File: config.mk
export PLATFORM = sky130hd
export DESIGN_NAME = piso
export DESIGN_NICKNAME = d
export VERILOG_FILES = /design/src/rtl/piso_pkg.sv /design/src/rtl/piso.sv
export SDC_FILE = /design/constraint.sdc
export NUM_CORES = 1
export LEC_CHECK = 0
export ABC_AREA = 1
export BUFFER_PORTS_ARGS = -buffer_cell sky130_fd_sc_hd__buf_2
export CAP_MARGIN = 20
export CELL_PAD_IN_SITES_DETAIL_PLACEMENT = 0
export CELL_PAD_IN_SITES_GLOBAL_PLACEMENT = 1
export CORE_MARGIN = 2
export CORE_UTILIZATION = 42
export DETAILED_ROUTE_END_ITERATION = 12
export PLACE_DENSITY = 0.86
export SETUP_SLACK_MARGIN = 0.02
export SYNTH_ARGS = -nofsm -noshare
export SYNTH_HDL_FRONTEND = slang
export SYNTH_SLANG_ARGS = --single-unit
File: constraint.sdc
create_clock -name clk -period 5.5 [get_ports clk]
set_clock_uncertainty 0.2 [all_clocks]
set_input_delay 0.55 -clock clk [delete_from_list [all_inputs] [get_ports clk]]
set_output_delay 0.55 -clock clk [all_outputs]
set_load 0.05 [all_outputs]
File: src/rtl/piso_pkg.sv
// Shared helpers for the piso width converter.
`timescale 1ns/1ps
package piso_pkg;

  // Ceiling log2; returns 0 for values of 0 or 1.
  function automatic int c_log_2(input int value);
    int unsigned r;
    r = 0;
    while ((1 << r) < value) r++;
    return int'(r);
  endfunction

endpackage

File: src/rtl/piso.sv
// Parallel-in/serial-out width converter: one wide word per handshake, emitted
// LSB chunk first, with a one-word holding buffer for bubble-free streaming.
`timescale 1ns/1ps
module piso
  import piso_pkg::*;
#(
  parameter int DATA_IN_WIDTH  = 64,
  parameter int DATA_OUT_WIDTH = 16
) (
  input  logic                      clk,
  input  logic                      reset,
  input  logic                      s_valid,
  input  logic [DATA_IN_WIDTH-1:0]  s_data,
  output logic                      s_ready,
  output logic                      m_valid,
  output logic [DATA_OUT_WIDTH-1:0] m_data,
  output logic                      m_last,
  input  logic                      m_ready
);

  localparam int NUM_SHIFTS = DATA_IN_WIDTH / DATA_OUT_WIDTH;
  localparam int CW         = c_log_2(NUM_SHIFTS) + 1;
  localparam logic [CW-1:0] LAST_COUNT = CW'(NUM_SHIFTS - 1);

  if (DATA_IN_WIDTH % DATA_OUT_WIDTH != 0) begin : g_width_check
    $error("piso: DATA_IN_WIDTH must be a multiple of DATA_OUT_WIDTH");
  end

  logic [DATA_IN_WIDTH-1:0] shift;
  logic                     shift_valid;
  logic [CW-1:0]            count;
  logic [DATA_IN_WIDTH-1:0] hold;
  logic                     hold_valid;

  logic beat;
  logic last_beat;
  logic accept;
  logic fill;

  always_comb begin
    beat      = shift_valid && m_ready;
    last_beat = beat && (count == LAST_COUNT);
    accept    = s_valid && !hold_valid;
    fill      = !shift_valid || (last_beat && !hold_valid);
  end

  assign s_ready = !hold_valid;
  assign m_valid = shift_valid;
  assign m_data  = shift[DATA_OUT_WIDTH-1:0];
  assign m_last  = shift_valid && (count == LAST_COUNT);

  // Shift-register side: a pending held word always takes priority over new
  // input; s_ready is low in that case so the two can never collide.
  always_ff @(posedge clk or posedge reset) begin
    if (reset) begin
      shift       <= '0;
      shift_valid <= 1'b0;
      count       <= '0;
    end else if (last_beat && hold_valid) begin
      shift       <= hold;
      shift_valid <= 1'b1;
      count       <= '0;
    end else if (accept && fill) begin
      shift       <= s_data;
      shift_valid <= 1'b1;
      count       <= '0;
    end else if (last_beat) begin
      shift_valid <= 1'b0;
      count       <= '0;
    end else if (beat) begin
      shift <= shift >> DATA_OUT_WIDTH;
      count <= count + CW'(1);
    end
  end

  always_ff @(posedge clk or posedge reset) begin
    if (reset) begin
      hold       <= '0;
      hold_valid <= 1'b0;
    end else if (last_beat && hold_valid) begin
      hold_valid <= 1'b0;
    end else if (accept && !fill) begin
      hold       <= s_data;
      hold_valid <= 1'b1;
    end
  end

endmodule
==> results of run 1 <==
where the power goes:
part           internal [W]   total, W  switching, W
sequential         0.000979   0.000979             0
combinational     0.0000178  0.0000547     0.0000369
clock              0.000623    0.00103      0.000402
stage by stage:
stage	hold WS (ps)	instance area, um2
detailed placement	259	6850
finish	115	7370
global placement	253	6850
global route	143	7370
floorplan	242	6480
CTS	136	7370
flip-flops by register name (all words and copies together) (netlist names):
name        count
m_valid         1
hold           64
shift          64
hold_valid      1
count           3
area by class of cell:
type / instances / area, um2 / area share
flip-flops and latches: 133 / 3330 / 0.452
multi-input cells: 662 / 2750 / 0.373
repair buffers: 94 / 490 / 0.0666
clock buffers: 24 / 462 / 0.0627
well taps: 188 / 235 / 0.0319
clock inverters: 6 / 55.1 / 0.00747
inverters: 12 / 50.0 / 0.00679
cell usage after synthesis, types with 3 or more instances:
master | n | area [um2]
nor2_1 | 53 | 199
buf_1 | 3 | 11.3
dfrtp_1 | 133 | 3330
nand2_1 | 439 | 1650
inv_2 | 7 | 26.3
clkbuf_1 | 22 | 82.6
buf_2 | 31 | 155
inv_1 | 5 | 18.8
a21oi_1 | 49 | 245
buf_4 | 18 | 135
nand3_1 | 113 | 566
path summary, 6_finish.rpt:
| kind | from | end | slack, ps | cells past startpoint |
|---|---|---|---|---|
| min | reset | shift[6] | 110 | 2 |
| min in group clk | s_data[59] | hold[59] | 140 | 3 |
| max | hold_valid | shift[30] | 2330 | 8 |
| max in group asynchronous | reset | shift[54] | 3920 | 3 |
| min reg2reg | hold[20] | hold[20] | 270 | 2 |
| max reg2reg | hold_valid | shift[30] | 2330 | 8 |
worst max-delay path: stages, from the launching register on:
cell     delay [ps]
dfrtp_1         430
inv_2            90
nand2_1         120
inv_2           710
nand2_4         430
and2_2          500
buf_4           360
nand2_1         110
nand2_1          60
cell families (layout without fill, tap and decap cells):
group / Yosys count / count (layout) / share of synthesized area
simple gates: 608 / 608 / 0.376
flops: 133 / 133 / 0.514
buf+inv: 86 / 136 / 0.0662
compound gates: 53 / 53 / 0.0423
fa+ha+maj: 1 / 1 / 0.00193
per-layer routing:
layer | routed length, um | track usage
met1 | 7900 | 0.289
met5 | 0 | 0
met4 | 282 | 0.0705
met3 | 692 | 0.0484
met2 | 7710 | 0.342
==> metrics, run 1 <==
outcome=finished, final reports clean; CTS Hold Buffers Added=0; critical-path maximum fanout=49; Pwr Density=280 nW/um2; post-layout util=0.486; largest net degree at the start of global routing=93; post-DP HPWL=10000 um; Critical Path Sink Type=flip-flop; 1st-pass router iterations=5; post-cts resize count=0; Worst-path clk slew=60 ps; fill cell count=1575; commonest non-fill, non-tap cell in the layout=nand2_1; Crit path arrival time=3270 ps; VDD IR max=0.213 mV; PnR Total Power=0.00206 W; top_reg_cell synth=dfrtp_1; H-tree levels=4; synthesized area=6480 um2; Vias=5623; dpl ws=2210 ps; min Tclk post-route=3170 ps; Post-synth EDFFs=0; syn_area_per_cell=7.36 um2; DRT iter0 DRCs=382; Inserted Clock Buffers=17; FF+latch count, synth=133; Post-CTS Setup Bufs=0; wire per inst=14.8 um; CTS tree=done; Rel. slew slack=0.376; layout cells sized above 1=0.142; sequential area share after synthesis=0.514; Die Footprint=16400 um2; final worst slack=2330 ps; CTS root buffer=clkbuf_16; global-route wire length before repair=27400 um; kind of critical path=reg2reg; Antenna Cells=0; Crit path required time=5600 ps; setup TNS=0 ps; fin crit share=0.576; type of the worst min-delay path=in2async; # IOs=87; Die Wd=128 um; ys async rst share=1.00; GPL Wtd Cong=0.775; Layout area overhead=13.7%; routed wire length=16600 um; Starting Density=0.428; Mapped Nets=950; vias in the first global route=5317; RSZ-0062 raised after global routing=false; Final Non-Filler Cells=1119; Max Clk Rate=316 MHz; maxcap violations=0; clk sink count=133; Cells after Synth=881; fin. max-slew vios=0; leakage power figure=4.37 nW; grt ovf=0; ANT nets after route=0; row cnt=45; clock buffer depth=2; core footprint=15100 um2; Least-Margin Pin Slew=935 ps; Clock Latency Late Sink=420 ps; Inst Count DP=1089; Port Buffer Count=86; Yosys Warn Count=0; Final setup viols=0; DIE HEIGHT=128 um; DRC Markers=0; Final #Nets=989; type of origin of the critical path=flip-flop; initial antenna violation count=0; most frequent cells in the layout=nand2_1 (438), dfrtp_1 (133), nand3_1 (113), buf_2 (86), nor2_1 (52); final number of hold-violating endpoints=0; Synth cell types=19; vias per cell=5.03; Total GRT Usage=0.214
(Power assumes the default switching activity.)
==> run 2: changes to the inputs <==
==> constraint.sdc (replaced) <==
create_clock -name clk -period 3 [get_ports clk]
set_clock_uncertainty 0.2 [all_clocks]
set_input_delay 0.3 -clock clk [delete_from_list [all_inputs] [get_ports clk]]
set_output_delay 0.3 -clock clk [all_outputs]
set_load 0.05 [all_outputs]
==> run 2 against run 1 <==
Die area is the same. Non-clock buffer count grew 70. Sequential share of layout area shrank 4.4 points. Maximum frequency up 31%. Combinational power grew to 3.1 times the previous value. Design area grew 11%. Critical path depth grew 3. Count of clock-buffer cells in the layout down 2. First-iteration DRC count increased by 14%.
==> metrics, run 2 (synthesis gave the netlist of run 1 again) <==
outcome=finished, final reports clean (unchanged); Cell Chain, Critical Path=ha_1 > inv_1 > nor2_1 > nand2_1 > nand2_2 > buf_4 > nor2_4 > inv_2 > buf_4 > nand2_1 > nand2_1 (was inv_2 > nand2_1 > inv_2 > nand2_4 > and2_2 > buf_4 > nand2_1 > nand2_1); largest registers=hold x64, shift x64, count x3 (unchanged); Die Wd=128 um (unchanged); routed wire length=17500 um (was 16600 um); post-cts resize count=0 (unchanged); Inserted Clock Buffers=17 (unchanged); clk sink count=133 (unchanged); Total GRT Usage=0.224 (was 0.214); final number of hold-violating endpoints=0 (unchanged); min Tclk post-route=2410 ps (was 3170 ps); kind of critical path=reg2reg (unchanged); vias per cell=4.94 (was 5.03); Hold Path Depth=3; H-tree levels=4 (unchanged); DRT iter0 DRCs=437 (was 382); Antenna Cells=0 (unchanged); setup TNS=0 ps (unchanged); Port Buffer Count=86 (unchanged); dpl ws=638 ps (was 2210 ps); Final #Nets=1059 (was 989); Crit path required time=3150 ps (was 5600 ps); worst reg2reg path startpoint=count[0] (was hold_valid); ANT nets after route=0 (unchanged); # IOs=87 (unchanged); wire per inst=14.7 um (was 14.8 um); GPL Wtd Cong=0.827 (was 0.775); Vias=5886 (was 5623); row cnt=45 (unchanged); vias in the first global route=5646 (was 5317); Rel. slew slack=0.536 (was 0.376); fin. max-slew vios=0 (unchanged); core footprint=15100 um2 (unchanged); Hold EP=m_valid; DIE HEIGHT=128 um (unchanged); final worst slack=588 ps (was 2330 ps); leakage power figure=4.70 nW (was 4.37 nW); type of the worst min-delay path=in2reg (was in2async); Least-Margin Pin Slew=694 ps (was 935 ps); fin crit share=0.804 (was 0.576); Crit-path slowest cell=buf_4 (was inv_2); critical-path maximum fanout=50 (was 49); Worst-path clk slew=50 ps (was 60 ps); most frequent cells in the layout=nand2_1 (438), dfrtp_1 (133), nand3_1 (113), buf_2 (86), dlygate4sd3_1 (65) (was nand2_1 (438), dfrtp_1 (133), nand3_1 (113), buf_2 (86), nor2_1 (52)); worst r2r path cells=11 (was 8); Max Clk Rate=415 MHz (was 316 MHz); Final Non-Filler Cells=1191 (was 1119); post-DP HPWL=10600 um (was 10000 um); FF-to-FF setup slack=590 ps (was 2330 ps); maxcap violations=0 (unchanged); Clock Latency Late Sink=420 ps (about the same); CTS tree=done (unchanged); clock buffer depth=2 (unchanged); initial antenna violation count=0 (unchanged); VDD IR max=0.393 mV (was 0.213 mV); Layout area overhead=25.8% (was 13.7%); type of origin of the critical path=flip-flop (unchanged); Critical Path Sink Type=flip-flop (unchanged); DRC Markers=0 (unchanged); hold path start=s_valid; grt ovf=0 (unchanged); fin area=8150 um2 (was 7370 um2); RSZ-0062 raised after global routing=false (unchanged); Crit path arrival time=2570 ps (was 3270 ps); Final setup viols=0 (unchanged); commonest non-fill, non-tap cell in the layout=nand2_1 (unchanged); layout cells sized above 1=0.141 (was 0.142); CP most frequent cell=nand2_1 (unchanged); global-route wire length before repair=28700 um (was 27400 um); Starting Density=0.428 (unchanged); Post-CTS Setup Bufs=0 (unchanged); RR Endpoint=hold[5] (was shift[30]); Max stage delay on crit path=490 ps (was 710 ps); Inst Count DP=1094 (was 1089); Pwr Density=486 nW/um2 (was 280 nW/um2); Post-DP Area=6940 um2 (was 6850 um2); CTS root buffer=clkbuf_16 (unchanged); largest net degree at the start of global routing=100 (was 93); Die Footprint=16400 um2 (unchanged); 1st-pass router iterations=5 (unchanged)
-- run 2: repair_timing --
action | 4_1_cts | 5_1_grt
setup endpoints to repair | 0 | 0
endpoints found under the hold margin | 107 | 0
hold buffers | 65 | 0
-- run 2: worst max path at each step --
stage | from | to | slack, ps
finish | count[0] | hold[5] | 590
global route | count[0] | hold[10] | 400
CTS | count[0] | hold[5] | 590
detailed placement | count[0] | hold_valid | 640
global placement | m_valid | hold_valid | 670
floorplan | reset | count[0] | 850
-- run 2: worst max-delay path, delay by kind of cell (launching register included) --
kind / cells / cell delay [ps]
buffers and inverters: 4 / 1000
AND/OR/NAND/NOR: 6 / 550
flip-flops: 1 / 370
adder cells (fa/ha/maj): 1 / 210
-- run 2: where the power goes --
part | switching (W) | internal, W
sequential | 0 | 0.00179
clock | 0.000759 | 0.00124
combinational | 0.0000786 | 0.0000921
-- run 2: area by class of cell --
class,count,area (um2)
well taps,188,235
clock buffers,22,454
multi-input cells,662,2750
fillers,1479,6990
clock inverters,10,106
flip-flops and latches,133,3330
repair buffers,164,1230
inverters,12,48.8
-- run 2: stage by stage --
stage	util	total power, W	hold slack (ps)
after floorplan	-	0.00185	217
after global placement	0.458	0.00194	238
after detailed placement	0.458	0.00194	242
after CTS	0.538	0.00400	61.9
after global routing	0.538	0.00409	75.1
final	0.538	0.00396	63.7
-- run 2: metal layers --
layer  part of all wire  global-route usage  up-vias  wire [um]
li1                   -                   -     2976          -
met1               0.45               0.299     2737       7880
met2               0.49               0.365      154       8550
met3              0.046              0.0505       19        796
met4              0.014              0.0698        0        244
met5                  0                   0        -          0
==> run 3: changes to the inputs <==
--- a/config.mk
+++ b/config.mk
@@ -11,9 +11,9 @@
 export CELL_PAD_IN_SITES_DETAIL_PLACEMENT = 0
 export CELL_PAD_IN_SITES_GLOBAL_PLACEMENT = 1
 export CORE_MARGIN = 2
-export CORE_UTILIZATION = 42
+export CORE_UTILIZATION = 38
 export DETAILED_ROUTE_END_ITERATION = 12
-export PLACE_DENSITY = 0.86
+export PLACE_DENSITY = 0.82
 export SETUP_SLACK_MARGIN = 0.02
 export SYNTH_ARGS = -nofsm -noshare
 export SYNTH_HDL_FRONTEND = slang
==> constraint.sdc (replaced) <==
create_clock -name clk -period 2.05 [get_ports clk]
set_clock_uncertainty 0.2 [all_clocks]
set_input_delay 0.205 -clock clk [delete_from_list [all_inputs] [get_ports clk]]
set_output_delay 0.205 -clock clk [all_outputs]
set_load 0.05 [all_outputs]
==> run 3 against run 2 <==
Global-route usage shrank 1.6 points. Via count grew 0.25%. Non-clock buffer count grew 12. Wire length grew 2.5%. Design area grew 3.5%. Final cell count grew 3.7%. Count of clock-buffer cells in the layout shrank 3. Power grew 49%. Sequential power grew 47%. Critical path depth shrank 6. Die area grew 10%. Largest cell class unchanged.
==> metrics, run 3 (synthesis gave the netlist of run 1 again) <==
outcome=finished, final reports clean (unchanged); # IOs=87 (unchanged); Crit path required time=1640 ps (was 3150 ps); Die Footprint=18100 um2 (was 16400 um2); Post-CTS Setup Bufs=0 (unchanged); core footprint=16600 um2 (was 15100 um2); largest registers=hold x64, shift x64, count x3 (unchanged); FF-to-FF setup slack=170 ps (was 590 ps); DRC Markers=0 (unchanged); final worst slack=148 ps (was 588 ps); fin. max-slew vios=0 (unchanged); wire per inst=14.5 um (was 14.7 um); critical-path maximum fanout=3 (was 50); maxcap violations=0 (unchanged); Least-Margin Pin Slew=595 ps (was 694 ps); Port Buffer Count=86 (unchanged); Vias=5901 (was 5886); Layout area overhead=30.2% (was 25.8%); Total GRT Usage=0.208 (was 0.224); Hold Slack=29.8 ps (was 63.7 ps); Max stage delay on crit path=370 ps (was 490 ps); worst reg2reg path startpoint=m_valid (was count[0]); GPL Wtd Cong=0.845 (was 0.827); Critical Path Sink Type=primary output (was flip-flop); leakage power figure=4.81 nW (was 4.70 nW); Crit path arrival time=1500 ps (was 2570 ps); Max Clk Rate=526 MHz; Worst setup endpoint=m_last (was hold[5]); RR Endpoint=shift[24] (was hold[5]); initial antenna violation count=0 (unchanged); Cell Chain, Critical Path=ha_2 > nand2_1 > buf_4 > nor2_1 > buf_4 (was ha_1 > inv_1 > nor2_1 > nand2_1 > nand2_2 > buf_4 > nor2_4 > inv_2 > buf_4 > nand2_1 > nand2_1); VDD IR max=0.560 mV (was 0.393 mV); global-route wire length before repair=29500 um (was 28700 um); most frequent cells in the layout=nand2_1 (438), dfrtp_1 (133), nand3_1 (113), buf_2 (85), dlygate4sd3_1 (66) (was nand2_1 (438), dfrtp_1 (133), nand3_1 (113), buf_2 (86), dlygate4sd3_1 (65)); clk sink count=133 (unchanged); Final #Nets=1071 (was 1059); post-layout util=0.507 (was 0.538); min Tclk post-route=1900 ps; fin crit share=0.928; DRT iter0 DRCs=399 (was 437); Die Wd=135 um (was 128 um); fill cell count=1655 (was 1479); routed wire length=17900 um (was 17500 um); clock buffer depth=2 (unchanged); DIE HEIGHT=135 um (was 128 um); Final setup viols=0 (unchanged); type of origin of the critical path=flip-flop (unchanged); grt ovf=0 (unchanged); Inserted Clock Buffers=17 (unchanged); Rel. slew slack=0.603 (was 0.536); CTS tree=done (unchanged); Worst-path clk slew=50 ps (about the same); Antenna Cells=0 (unchanged); Clock Latency Late Sink=420 ps (about the same); commonest non-fill, non-tap cell in the layout=nand2_1 (unchanged); kind of critical path=reg2out (was reg2reg); final number of hold-violating endpoints=0 (unchanged); post-DP HPWL=11500 um (was 10600 um); worst r2r path cells=9 (was 11); layout cells sized above 1=0.156 (was 0.141); crit path from=count[0] (unchanged); RSZ-0062 raised after global routing=false (unchanged); row cnt=47 (was 45); CTS root buffer=clkbuf_16 (unchanged); H-tree levels=4 (unchanged); Crit-path slowest cell=dfrtp_1 (was buf_4); vias in the first global route=5752 (was 5646); CP most frequent cell=buf_4 (was nand2_1); 1st-pass router iterations=4 (was 5); vias per cell=4.78 (was 4.94); Starting Density=0.389 (was 0.428); largest net degree at the start of global routing=50 (was 100); dpl ws=65.7 ps (was 638 ps); Pwr Density=698 nW/um2 (was 486 nW/um2); ANT nets after route=0 (unchanged); setup TNS=0 ps (unchanged); type of the worst min-delay path=in2reg (unchanged)
run 3: changes by cell type in the layout (fill, tap and decap cells not counted), moves of 2 or more:
cell | before | now
clkbuf_1 | 4 | 0
buf_6 | 0 | 2
clkinvlp_4 | 2 | 5
buf_12 | 4 | 13
run 3: area by class of cell:
cell class              count  area (um2)  area share
clock inverters            13         133      0.0157
multi-input cells         662        2760       0.326
repair buffers            176        1440       0.171
inverters                  12        51.3     0.00608
clock buffers              19         453      0.0537
flip-flops and latches    133        3330       0.394
well taps                 220         275      0.0326
run 3: per-stage QoR:
stage | total power [W] | std cells | area (um2)
floorplan | 0.00271 | 881 | 6480
global placement | 0.00284 | 1137 | 7170
detailed placement | 0.00284 | 1137 | 7170
CTS | 0.00595 | 1235 | 8420
global route | 0.00610 | 1235 | 8440
finish | 0.00589 | 1235 | 8440
run 3: worst min path at each step:
stage                     from       end  slack (ps)  depth (start not counted)
CTS                    m_ready  count[2]          20                          4
global route           m_ready  count[2]          70                          4
global placement         reset   hold[7]         110                          2
finish                 m_ready  count[2]          30                          4
detailed placement       reset   hold[7]         110                          2
floorplan           s_data[48]  hold[48]         120                          2
run 3: timing repair:
item,CTS,global route
endpoints found under the setup margin,0,33
hold buffers,66,0
gates resized for setup,0,9
hold endpoints to repair,145,0
run 3: critical path, delay by kind of cell (launching register included):
| family | cells | cell delay [ps] |
|---|---|---|
| simple gates | 2 | 160 |
| buf+inv | 2 | 360 |
| fa+ha+maj | 1 | 200 |
| flops | 1 | 370 |
run 3: report_power, final:
group	total [W]	switching [W]	internal, W
Clock	0.00301	0.00116	0.00184
Sequential	0.00263	0	0.00263
Combinational	0.000259	0.000119	0.000141
Total	0.00589	0.00128	0.00461
run 3: layer usage:
metal | vias up | global-route usage | routed length, um
met5 | - | 0 | 0
met4 | 0 | 0.0696 | 246
met3 | 12 | 0.0364 | 596
met2 | 125 | 0.343 | 8690
met1 | 2744 | 0.280 | 8370
li1 | 3020 | - | -
